**config.mk**
```make
export PLATFORM = sky130hd
export DESIGN_NAME = mem_ctrl_flat
export DESIGN_NICKNAME = d
export VERILOG_FILES = /design/src/rtl/mem_ctrl_if.sv /design/src/rtl/mem_ctrl.sv /design/src/flat_wrapper.sv
export SDC_FILE = /design/constraint.sdc
export NUM_CORES = 1
export LEC_CHECK = 0
export ABC_AREA = 1
export BUFFER_PORTS_ARGS = -buffer_cell sky130_fd_sc_hd__buf_4
export CORE_MARGIN = 2
export CORE_UTILIZATION = 47
export CTS_CLUSTER_DIAMETER = 40
export CTS_CLUSTER_SIZE = 25
export DETAILED_ROUTE_END_ITERATION = 8
export PLACE_DENSITY = 0.81
export REMOVE_ABC_BUFFERS = 1
export SLEW_MARGIN = 20
export SYNTH_ARGS = -nofsm -noshare
export SYNTH_HDL_FRONTEND = slang
export SYNTH_SLANG_ARGS = --single-unit
```
**constraint.sdc**
```tcl
create_clock -name clk_in -period 3 [get_ports clk_in]
set_clock_uncertainty 0.2 [all_clocks]
set_input_delay 0.3 -clock clk_in [delete_from_list [all_inputs] [get_ports clk_in]]
set_output_delay 0.3 -clock clk_in [all_outputs]
set_load 0.01 [all_outputs]
```
**src/rtl/mem_ctrl_if.sv**
```systemverilog
// Bus bundle between the load/store stage, the instruction fetch unit and the
// byte-wide RAM. mem_ctrl uses the slave side; the surrounding system drives master.
interface mem_ctrl_if;
    logic [1:0]  memctl_op;
    logic [1:0]  memctl_len;
    logic [31:0] memctl_addr;
    logic [31:0] memctl_data;
    logic        memctl_fin;
    logic [31:0] memctl_out;
    logic        if_req;
    logic [31:0] if_addr;
    logic        if_fin;
    logic [31:0] if_data;
    logic [31:0] mem_a;
    logic [7:0]  mem_dout;
    logic        mem_wr;
    logic [7:0]  mem_din;

    modport slave (
        input  memctl_op, memctl_len, memctl_addr, memctl_data,
        input  if_req, if_addr, mem_din,
        output memctl_fin, memctl_out, if_fin, if_data,
        output mem_a, mem_dout, mem_wr
    );

    modport master (
        output memctl_op, memctl_len, memctl_addr, memctl_data,
        output if_req, if_addr, mem_din,
        input  memctl_fin, memctl_out, if_fin, if_data,
        input  mem_a, mem_dout, mem_wr
    );
endinterface

```
**src/rtl/mem_ctrl.sv**
```systemverilog
// Byte-serial memory controller: arbitrates load/store and instruction fetch
// requests onto a single 8-bit RAM port with one cycle of read latency.
module mem_ctrl (
    input  logic      clk_in,
    input  logic      rst_in,
    input  logic      rdy_in,
    mem_ctrl_if.slave bus
);
    typedef enum logic [1:0] {
        IDLE = 2'd0,
        LOAD = 2'd1,
        SAVE = 2'd2,
        DONE = 2'd3
    } state_t;

    state_t      state_reg;
    state_t      state_next;
    logic        owner_if_reg;
    logic [2:0]  n_reg;
    logic [2:0]  cnt_reg;
    logic [2:0]  cnt_inc;
    logic [23:0] data_reg;
    logic [31:0] buf_reg;
    logic [31:0] load_word;
    logic [31:0] memctl_out_reg;
    logic [31:0] if_data_reg;
    logic [31:0] mem_a_reg;
    logic [7:0]  mem_dout_reg;
    logic [7:0]  save_byte_next;
    logic [2:0]  len_bytes;
    logic        mem_load;
    logic        mem_save;
    logic        fetch;
    logic        accept;

    assign mem_load = (bus.memctl_op == 2'b01);
    assign mem_save = (bus.memctl_op == 2'b10);
    assign fetch    = bus.if_req && !mem_load && !mem_save;
    assign accept   = (state_reg == IDLE) && (mem_load || mem_save || bus.if_req);
    assign cnt_inc  = cnt_reg + 3'd1;

    always_comb begin
        len_bytes = 3'd4;
        if (!fetch) begin
            case (bus.memctl_len)
                2'b00:   len_bytes = 3'd1;
                2'b01:   len_bytes = 3'd2;
                default: len_bytes = 3'd4;
            endcase
        end
    end

    // In LOAD cycle k the RAM returns byte k-1; merge it into the accumulated word.
    for (genvar gi = 0; gi < 4; gi++) begin : g_load_byte
        assign load_word[8*gi +: 8] = (cnt_reg == 3'(gi + 1)) ? bus.mem_din
                                                              : buf_reg[8*gi +: 8];
    end

    // Byte 0 goes out at acceptance; this picks byte cnt+1 for the next issue cycle.
    always_comb begin
        case (cnt_reg)
            3'd0:    save_byte_next = data_reg[7:0];
            3'd1:    save_byte_next = data_reg[15:8];
            default: save_byte_next = data_reg[23:16];
        endcase
    end

    always_ff @(posedge clk_in or negedge rst_in) begin
        if (!rst_in) begin
            state_reg <= IDLE;
        end else if (rdy_in) begin
            state_reg <= state_next;
        end
    end

    always_comb begin
        state_next = state_reg;
        case (state_reg)
            IDLE: begin
                if (mem_save) begin
                    state_next = SAVE;
                end else if (mem_load || bus.if_req) begin
                    state_next = LOAD;
                end
            end
            LOAD: begin
                if (cnt_reg == n_reg) begin
                    state_next = DONE;
                end
            end
            SAVE: begin
                if (cnt_inc == n_reg) begin
                    state_next = DONE;
                end
            end
            default: state_next = IDLE;
        endcase
    end

    // Strobes are qualified by rdy_in so a stall never repeats a write or a pulse.
    always_comb begin
        bus.mem_wr     = 1'b0;
        bus.memctl_fin = 1'b0;
        bus.if_fin     = 1'b0;
        if (rdy_in) begin
            case (state_reg)
                SAVE: bus.mem_wr = 1'b1;
                DONE: begin
                    bus.memctl_fin = !owner_if_reg;
                    bus.if_fin     = owner_if_reg;
                end
                default: ;
            endcase
        end
    end

    always_ff @(posedge clk_in or negedge rst_in) begin
        if (!rst_in) begin
            owner_if_reg   <= 1'b0;
            n_reg          <= 3'd0;
            cnt_reg        <= 3'd0;
            data_reg       <= 24'd0;
            buf_reg        <= 32'd0;
            memctl_out_reg <= 32'd0;
            if_data_reg    <= 32'd0;
            mem_a_reg      <= 32'd0;
            mem_dout_reg   <= 8'd0;
        end else if (rdy_in) begin
            case (state_reg)
                IDLE: begin
                    if (accept) begin
                        owner_if_reg <= fetch;
                        n_reg        <= len_bytes;
                        cnt_reg      <= 3'd0;
                        buf_reg      <= 32'd0;
                        data_reg     <= bus.memctl_data[31:8];
                        mem_a_reg    <= fetch ? bus.if_addr : bus.memctl_addr;
                        if (mem_save) begin
                            mem_dout_reg <= bus.memctl_data[7:0];
                        end
                    end
                end
                LOAD: begin
                    cnt_reg <= cnt_inc;
                    buf_reg <= load_word;
                    if (cnt_inc < n_reg) begin
                        mem_a_reg <= mem_a_reg + 32'd1;
                    end
                    if (cnt_reg == n_reg) begin
                        if (owner_if_reg) begin
                            if_data_reg <= load_word;
                        end else begin
                            memctl_out_reg <= load_word;
                        end
                    end
                end
                SAVE: begin
                    cnt_reg <= cnt_inc;
                    if (cnt_inc < n_reg) begin
                        mem_a_reg    <= mem_a_reg + 32'd1;
                        mem_dout_reg <= save_byte_next;
                    end
                end
                default: ;
            endcase
        end
    end

    assign bus.memctl_out = memctl_out_reg;
    assign bus.if_data    = if_data_reg;
    assign bus.mem_a      = mem_a_reg;
    assign bus.mem_dout   = mem_dout_reg;
endmodule

```
**src/flat_wrapper.sv**
```systemverilog
// flat-port wrapper written by rule: the top's interface ports become plain ports
module mem_ctrl_flat 
  (clk_in, rst_in, rdy_in, bus_memctl_op, bus_memctl_len, bus_memctl_addr, bus_memctl_data, bus_if_req, bus_if_addr, bus_mem_din, bus_memctl_fin, bus_memctl_out, bus_if_fin, bus_if_data, bus_mem_a, bus_mem_dout, bus_mem_wr);
  mem_ctrl_if bus_i ();
  input  logic clk_in;
  input  logic rst_in;
  input  logic rdy_in;
  input wire logic [$bits(bus_i.memctl_op)-1:0] bus_memctl_op;
  input wire logic [$bits(bus_i.memctl_len)-1:0] bus_memctl_len;
  input wire logic [$bits(bus_i.memctl_addr)-1:0] bus_memctl_addr;
  input wire logic [$bits(bus_i.memctl_data)-1:0] bus_memctl_data;
  input wire logic [$bits(bus_i.if_req)-1:0] bus_if_req;
  input wire logic [$bits(bus_i.if_addr)-1:0] bus_if_addr;
  input wire logic [$bits(bus_i.mem_din)-1:0] bus_mem_din;
  output wire logic [$bits(bus_i.memctl_fin)-1:0] bus_memctl_fin;
  output wire logic [$bits(bus_i.memctl_out)-1:0] bus_memctl_out;
  output wire logic [$bits(bus_i.if_fin)-1:0] bus_if_fin;
  output wire logic [$bits(bus_i.if_data)-1:0] bus_if_data;
  output wire logic [$bits(bus_i.mem_a)-1:0] bus_mem_a;
  output wire logic [$bits(bus_i.mem_dout)-1:0] bus_mem_dout;
  output wire logic [$bits(bus_i.mem_wr)-1:0] bus_mem_wr;
  assign bus_i.memctl_op = bus_memctl_op;
  assign bus_i.memctl_len = bus_memctl_len;
  assign bus_i.memctl_addr = bus_memctl_addr;
  assign bus_i.memctl_data = bus_memctl_data;
  assign bus_i.if_req = bus_if_req;
  assign bus_i.if_addr = bus_if_addr;
  assign bus_i.mem_din = bus_mem_din;
  assign bus_memctl_fin = bus_i.memctl_fin;
  assign bus_memctl_out = bus_i.memctl_out;
  assign bus_if_fin = bus_i.if_fin;
  assign bus_if_data = bus_i.if_data;
  assign bus_mem_a = bus_i.mem_a;
  assign bus_mem_dout = bus_i.mem_dout;
  assign bus_mem_wr = bus_i.mem_wr;
  mem_ctrl u_core (.clk_in(clk_in), .rst_in(rst_in), .rdy_in(rdy_in), .bus(bus_i));
endmodule
```
Yosys cells after proc, flatten, opt, wreduce, memory -nomap -nowiden
Index checks and enable logic that the tools add are counted.
Widths: inputs -> output; s select.
{"block": "totals", "reg_bits": 169, "latchBits": 0, "mem_bits_rw": 0, "mem_bits_ro": 0, "out_inout_bits": 107, "mem_count": 0}
{"block": "op_classes", "n_addsub": 2, "mul": 0, "div_mod_pow": 0, "magnitude_cmp": 1, "eq_ne": 19, "n_shift": 0, "n_mux": 30, "n_bitwise": 1, "reduce_logical": 24}
{"operator": "$mux 32", "n": 4}
{"operator": "$pmux 32 s2", "n": 2}
{"operator": "$mux 8", "n": 7}
{"operator": "$add 32x1->32 const B", "n": 1}
{"operator": "$pmux 8 s2", "n": 2}
{"operator": "$reduce_and 4->1", "n": 4}
{"operator": "$ne 2x1->1 const B", "n": 6}
{"operator": "$pmux 3 s2", "n": 2}
{"operator": "$reduce_and 3->1", "n": 3}
{"operator": "$mux 2", "n": 4}
{"operator": "$eq 2x1->1 const B", "n": 3}
{"operator": "$eq 2x2->1 const B", "n": 3}
{"operator": "$eq 3x2->1 const B", "n": 2}
{"operator": "$eq 3x3->1", "n": 2}
{"operator": "$mux 1", "n": 6}
{"operator": "$mux 3", "n": 2}
{"operator": "$pmux 2 s3", "n": 1}
{"operator": "$reduce_bool 2->1", "n": 3}
{"operator": "$reduce_and 5->1", "n": 1}
{"operator": "$logic_not 2->1", "n": 2}
{"operator": "$add 3x1->3 const B", "n": 1}
{"operator": "$eq 3x1->1 const B", "n": 1}
{"operator": "$eq 3x3->1 const B", "n": 1}
{"operator": "$logic_and 1x1->1", "n": 3}
{"operator": "other kinds (7)", "n": 11}

Depth between registers and ports, before layout
Gate-level depths: netlist of the first run.
{"block": "logic_depth", "ltp_word": 7, "depth_mapped": 12, "ltp_nobuf": 12}

Worst setup path before layout of the first run
No wires, ideal clock.
{"block": "synth_timing", "kind": "reg-to-reg", "from": "register u_core.cnt_reg[0]", "to": "register u_core.mem_a_reg[17] (netlist: u_core.bus.mem_a[17])", "setup_time_ns": 0.120, "arrival_time_ns": 2.039, "path_slack_ns": 0.641, "stages_incl_launch_ff": 12, "path_buffers": 1, "path_cell_list": "dfrtp_1 > ha_1 > ha_1 > inv_1 > ha_1 > a21oi_1 > o21ai_2 > nand2_1 > nand2_8 > buf_4 > nor2_1 > a21oi_2"}
{"block": "synth_via", "elab_chain_len": 4}
{"item": "start: declaration", "line": "mem_ctrl.sv:20", "source": "logic [2:0] cnt_reg;"}
{"item": "start signal: assignment", "line": "mem_ctrl.sv:144", "source": "cnt_reg <= cnt_inc;"}
{"item": "start signal: assignment", "line": "mem_ctrl.sv:158", "source": "cnt_reg <= cnt_inc;"}
{"item": "$add 3x1->3", "line": "mem_ctrl.sv:40", "source": "assign cnt_inc = cnt_reg + 3'd1;"}
{"item": "$lt 3x3->1", "line": "mem_ctrl.sv:146, mem_ctrl.sv:159"}
{"item": "$ne 2x1->1 (no line)"}
{"item": "$reduce_and 4->1 (no line)"}
{"item": "end signal: assignment", "line": "mem_ctrl.sv:137", "source": "mem_a_reg <= fetch ? bus.if_addr : bus.memctl_addr;"}
{"item": "end signal: assignment", "line": "mem_ctrl.sv:147", "source": "mem_a_reg <= mem_a_reg + 32'd1;"}
{"item": "end signal: assignment", "line": "mem_ctrl.sv:160", "source": "mem_a_reg <= mem_a_reg + 32'd1;"}
{"item": "end: declaration", "line": "mem_ctrl.sv:27", "source": "logic [31:0] mem_a_reg;"}
No other way between the ends.
A chain may end at the register's enable or synchronous reset.

Worst setup path in the final report of the first run
{"block": "layout_timing", "from": "register u_core.state_reg[0]", "to": "register u_core.n_reg[0]"}
{"block": "layout_via", "elab_chain_len": 3}
{"item": "start: declaration", "line": "mem_ctrl.sv:16", "source": "state_t state_reg;"}
{"item": "start signal: assignment", "line": "mem_ctrl.sv:72", "source": "state_reg <= state_next;"}
{"item": "$logic_not 2->1 (*)", "line": "mem_ctrl.sv:39, mem_ctrl.sv:129"}
{"item": "$logic_and 1x1->1", "line": "mem_ctrl.sv:39", "source": "assign accept = (state_reg == IDLE) && (mem_load || mem_save || bus.if_req);"}
{"item": "$reduce_and 3->1 (no line) (*)"}
{"item": "end signal: assignment", "line": "mem_ctrl.sv:133", "source": "n_reg <= len_bytes;"}
{"item": "end: declaration", "line": "mem_ctrl.sv:19", "source": "logic [2:0] n_reg;"}
Every way passes the cells marked *; elsewhere a longest branch is shown, timed or not.

==> summary.txt, run 1 <==
CTS
  – H-tree Lvls: 4
  – CTS Root Cell: clkbuf_16
  – CTS Buf Count: 17
  – Cts-stage hold buffer count: 35
  – Gates resized, CTS repair: 0
  – Num Clock Sinks: 169
  – CTS clk-pin slew, worst paths: 70 ps
  – # Post-CTS Setup Buffers: 0
  – Clk buf depth: 2
  – Worst-Skew Late Latency: 430 ps
  – CTS tree: done

Setup path
  – WP data arrival: 2910 ps
  – Critical path fanouts, max: 35
  – Worst EP required: 3170 ps
  – Worst Setup Path Type: reg2reg
  – CP endpoint kind: register
  – Worst Setup Start Kind: register

Finish
  – Register Area: 4230 um2
  – Area added between synthesis and finish: 28.1%
  – Layout cells sized above 1: 0.231
  – N_diodes: 0
  – FILL cells: approximately 1800
  – Core Util, Final: 0.617
  – NumNets Final: approximately 1600
  – Most frequent cells in the layout: 414 x nand2_1, 231 x buf_4, 169 x dfrtp_1, 112 x inv_1, 110 x nor2_1
  – Final instance area: 12100 um2
  – Most common cell after layout, fill and taps aside: nand2_1
  – Area of the multi-input gates: 4350 um2

Global route
  – Gr busiest metal: met2
  – Initial antenna violation count: 0
  – Largest net degree at the start of global routing: 78
  – Met3 Usage GRT: 0.0517
  – First-pass GRT wire length: 42.9 mm
  – Met2 usage: 0.409
  – Met1 Usage GRT: 0.326
  – Grt total ovfl: 0
  – Vias in the first global route: 8626
  – Total Routing Usage GR: 0.247

Floorplan
  – Die W: 146 um
  – Die area: 21200 um2
  – Row cnt: 51
  – Die Ht: 146 um
  – Core ar.: about 20000 um2
  – Starting density of the core: 0.482
  – Top Ports: 219

Pwr
  – PD cells: 1050 nW/um2
  – Peak VDD IR: 0.000567 V
  – Leakage power figure: 6.35 nW
  – PnR Total Power: 12.6 mW

Routing
  – Antenna-violating nets left: 0
  – Drt total wl: 25.7 mm
  – Via density: between 5 and 6
  – Via count: between 9000 and 10000
  – WL/cell: 14.8 um
  – DR iter-0 viols: roughly 660
  – Initial DRT Pass Iterations: 5
  – Residual DRC: 0

STA
  – Min Tclk post-route: 2740 ps
  – Relative slew slack: 0.522
  – Post-route clock period utilization: 0.914
  – Maximum clock rate: between 300 and 400 MHz
  – RSZ-0062 raised after global routing: false
  – Fin. Hold Viols: 0
  – Final WS setup: 258 ps
  – Least-Margin Pin Slew: ~720 ps
  – Max-slew violation count: 0
  – Setup TNS Final: 0 ps
  – Setup violations, final: 0

Logic synthesis
  – Mapped Area: 9410 um2
  – Ranking of synthesized cells by area: dfrtp_1 45%, nand2_1 17%, inv_1 4.5%
  – Sequential area share after synthesis: 0.449
  – Post-synth cell types: just over 40
  – Yosys reg bits: 169
  – Cells after synthesis: 1232
  – Synth top area share: 0.449
  – Yosys Warn Count: 0
  – Post-synthesis average cell area: roughly 7.6 um2
  – Synth area leader: dfrtp_1

Place
  – Gpl congestion: 0.930
  – Detail Placement HPWL: 17.6 mm
  – Port Buffers: 218
  – Pre-CTS setup slack: around 340 ps
  – Placed inst area: 11100 um2

Worst hold path
  – HP Class: in2reg

Job
  – Max-cap viol count: 0

Status
  – Outcome: finished, final reports clean
cell usage after synthesis, drive strengths merged:
master    n
o211ai    2
clkinv    1
a21oi    53
o21bai    3
nand3    57
o31ai     1
a31oi     1
buf      52
a22oi     1
o21a      1
nor3      3
nand4    64
nor2    123
dfrtp   169
clkbuf   10
inv     124
nand2   425
nand3b    2
o21ai    85
o22ai    38
xor2      1
ha       16
kinds of logic (layout without fill, tap and decap cells):
family	Yosys count	in the layout	synth area share
AO/OA/AOI/OAI	185	185	0.127
XOR/XNOR	1	1	0.000931
adder cells (fa/ha/maj)	16	16	0.0213
buffers and inverters	187	425	0.0893
flip-flops	169	169	0.449
AND/OR/NAND/NOR	674	674	0.312
worst max-delay path, stage by stage (launching register included):
cell	delay, ps
dfrtp_1	440
inv_1	90
ha_1	280
nand3_2	130
nand2_4	100
nor2_4	120
buf_4	330
nand2_1	180
o31ai_1	230
dlygate4sd3_1	580
layer usage:
layer | vias to the layer above | wire (um)
li1 | 4441 | -
met2 | 338 | 12500
met3 | 33 | 1770
met4 | 0 | 423
met5 | - | 0
met1 | 4209 | 11100
per-stage QoR:
step	std cells	hold WS, ps
after CTS	1735	16.7
after detailed placement	1668	178
final	1735	29.8
after global routing	1735	32.5
after global placement	1668	182
after floorplan	1170	-196
where the power goes:
part           internal (mW)  switching [mW]  leakage, nW
Combinational           2.40            4.11         3.88
Sequential              3.26           0.736         2.19
Clock                   1.19           0.904        0.275
Total                   6.85            5.75         6.35
worst paths after layout:
check,startpoint,to,slack [ps],cells after the start
min in group asynchronous,rst_in,u_core.bus.memctl_out[21]$_DFFE_PN0P_,270,2
max in group asynchronous,rst_in,u_core.buf_reg[27]$_DFFE_PN0P_,1470,3
setup reg to reg,u_core.state_reg[0]$_DFFE_PN0P_,u_core.n_reg[0]$_DFFE_PN0P_,260,9
hold / removal,bus_memctl_addr[5],u_core.bus.mem_a[5]$_DFFE_PN0P_,30,3
hold reg to reg,u_core.bus.if_data[6]$_DFFE_PN0P_,u_core.bus.if_data[6]$_DFFE_PN0P_,270,2
setup / recovery,u_core.state_reg[0]$_DFFE_PN0P_,u_core.n_reg[0]$_DFFE_PN0P_,260,9
layout make-up:
type / instances / area share
flip-flops and latches: 169 / 0.351
well taps: 265 / 0.0275
repair buffers: 268 / 0.176
clock inverters: 10 / 0.00768
clock buffers: 22 / 0.0385
multi-input cells: 876 / 0.360
inverters: 125 / 0.0395
Power figures use the tool's default switching activity.
==> inputs of run 2 (changes only) <==
- ABC_AREA: 1 -> unset
- PLACE_DENSITY: 0.81 -> 0.82
==> summary.txt, run 2 <==
Pwr
  – Peak VDD IR: 0.000568 V
  – Clock Power Share: 0.188
  – Sequential power share: 0.339
  – Pint: 7.22 mW
  – Net Switching: 4.63 mW
  – PD cells: about 1000 nW/um2
  – Comb pwr share: 0.472
  – Sw frac: 0.391
  – Leakage power figure: 5.43 nW

Routing
  – Residual DRC: 0
  – Via density: 5.76
  – Drt total wl: 22.7 mm
  – Antenna-violating nets left: 0
  – Via count: 7135
  – WL/cell: 18.4 um
  – DR iter-0 viols: around 400
  – Initial DRT Pass Iterations: 5

Finish
  – Most common cell after layout, fill and taps aside: buf_4
  – Layout cells sized above 1: 0.406
  – N_diodes: 0
  – Most frequent cells in the layout: 228 x buf_4, 169 x dfrtp_1, 126 x mux2_2, 57 x a21oi_1, 37 x nand2_1
  – Area added between synthesis and finish: 34.0%
  – NumNets Final: 1124
  – Non-filler cells, final: 1238

Logic synthesis
  – Cells after synthesis: 748
  – Sequential area share after synthesis: 0.493
  – Yosys reg bits: about 170
  – Post-synth cell types: 57
  – Synth top cells by count: 169 x dfrtp_1, 126 x mux2_2, 57 x a21oi_1
  – Synth top area share: 0.493
  – Largest family of logic cells by synthesized area: multiplexers
  – Mapped Area: 8570 um2
  – Synth Area in Simple Gates: 0.106
  – Mux cell area share after synthesis: 0.199
  – Post-synthesis xor/xnor area fraction: 0.00204
  – Asr flop ratio synth: 1.00
  – Post-synthesis average cell area: 11.5 um2
  – Post-synthesis compound-gate area fraction: 0.149
  – Synth Area in Adders: 0.0234
  – Synth area leader: dfrtp_1
  – Yosys Warn Count: 0
  – Ranking of synthesized cells by area: dfrtp_1 49%, mux2_2 17%, a22o_1 3.6%
  – Count leader, synth: dfrtp_1
  – Post-synth EDFFs: 0
  – Top_reg_cell synth: dfrtp_1

CTS
  – Worst-Skew Late Latency: 430 ps
  – CTS tree: done
  – Num Clock Sinks: between 150 and 200
  – # Post-CTS Setup Buffers: 0
  – CTS Root Cell: clkbuf_16
  – CTS clk-pin slew, worst paths: 60 ps
  – Gates resized, CTS repair: 0
  – Cts-stage hold buffer count: 35
  – H-tree Lvls: 4
  – Clk buf depth: 2
  – CTS Buf Count: 17

Setup path
  – Worst Setup Path Type: reg2reg
  – Worst path max stage delay: 580 ps
  – CP endpoint kind: register
  – Critical path fanouts, max: 10
  – Cell breakdown of the critical path: ha_1 > ha_1 > inv_1 > ha_1 > nand2_1 > o2111ai_2 > nand2b_1 > or4_1 > nand3_1
  – WP data arrival: around 2900 ps
  – Slowest-stage cell, CP: or4_1
  – Worst EP required: 3160 ps
  – Worst Setup Start Kind: register
  – Most used cell along the critical path: ha_1

STA
  – Post-route clock period utilization: 0.925
  – Least-Margin Pin Slew: 720 ps
  – Setup violations, final: 0
  – Max-slew violation count: 0
  – RSZ-0062 raised after global routing: false
  – Hold slack: 45.1 ps
  – Min Tclk post-route: 2780 ps
  – Setup TNS Final: 0 ps
  – Maximum clock rate: 360 MHz
  – Relative slew slack: 0.517
  – Fin. Hold Viols: 0

Global route
  – Met2 usage: 0.404
  – Largest net degree at the start of global routing: 76
  – Gr busiest metal: met2
  – Met3 Usage GRT: 0.0632
  – Vias in the first global route: approximately 7400
  – Grt total ovfl: 0
  – Total Routing Usage GR: 0.239
  – First-pass GRT wire length: 37.4 mm
  – Met1 Usage GRT: 0.299
  – Initial antenna violation count: 0

Worst hold path
  – HP Class: in2reg

Floorplan
  – Die W: between 100 and 150 um
  – Die area: 19300 um2
  – Row cnt: 49
  – Starting density of the core: 0.479
  – Top Ports: 219
  – Core ar.: 17900 um2
  – Die Ht: 139 um

Status
  – Outcome: finished, final reports clean

Place
  – Port Buffers: 218
  – Detail Placement HPWL: 15.6 mm
  – Cells after DPL: 1171
  – Gpl congestion: about 0.87

Job
  – Max-cap viol count: 0
run 2: cell families (layout without fill, tap and decap cells):
| group | Yosys count | after routing |
|---|---|---|
| flops | 169 | 169 |
| buf+inv | 58 | 319 |
| mux | 153 | 153 |
| compound gates | 185 | 185 |
| xor+xnor | 2 | 2 |
| simple gates | 165 | 165 |
| fa+ha+maj | 16 | 16 |
run 2: power by group through the flow:
stage                     clock network [mW]  registers (mW)  logic [mW]
after floorplan                            0            4.12        3.19
after global placement                     0            3.98        5.39
after detailed placement                   0            4.02        5.53
after CTS                               2.28            4.00        5.61
after global routing                    2.37            4.14        6.11
final                                   2.23            4.02        5.60
run 2: critical path, delay by kind of cell, from the launching register on:
kind	cells	cell delay (ps)
compound gates	1	180
simple gates	4	1110
fa+ha+maj	3	710
buf+inv	1	60
flops	1	440
run 2: final timing paths:
path / from / to / slack [ps] / depth (start not counted)
max: u_core.cnt_reg[0]$_DFFE_PN0P_ / u_core.bus.mem_a[27]$_DFFE_PN0P_ / 220 / 9
min: rdy_in / u_core.cnt_reg[2]$_DFFE_PN0P_ / 50 / 3
max reg2reg: u_core.cnt_reg[0]$_DFFE_PN0P_ / u_core.bus.mem_a[27]$_DFFE_PN0P_ / 220 / 9
min reg2reg: u_core.bus.memctl_out[22]$_DFFE_PN0P_ / u_core.bus.memctl_out[22]$_DFFE_PN0P_ / 290 / 1
max in group asynchronous: rst_in / u_core.bus.if_data[9]$_DFFE_PN0P_ / 1620 / 3
min in group asynchronous: rst_in / u_core.bus.if_data[20]$_DFFE_PN0P_ / 250 / 2
run 2: metrics by stage:
step / setup slack [ps] / util / power [mW] / cell area (um2)
2_1_floorplan: -796 / - / 7.31 / 8410
3_3_place_gp: 354 / 0.589 / 9.36 / 10500
3_5_place_dp: 273 / 0.589 / 9.54 / 10500
4_1_cts: 256 / 0.642 / 11.9 / 11500
5_1_grt: 82.5 / 0.642 / 12.6 / 11500
6_report: 224 / 0.642 / 11.8 / 11500
run 2: area by class of cell:
cell class	instances	area, um2
well taps	229	287
clock buffers	19	443
multi-input cells	521	4130
inverters	18	67.6
fillers	1385	6410
clock inverters	13	161
repair buffers	269	2170
flip-flops and latches	169	4230
run 2: layer usage:
| layer | vias to the layer above | routed length (um) |
|---|---|---|
| met5 | - | 0 |
| met4 | 0 | 504 |
| met3 | 41 | 1590 |
| met2 | 275 | 11200 |
| met1 | 3519 | 9420 |
| li1 | 3300 | - |
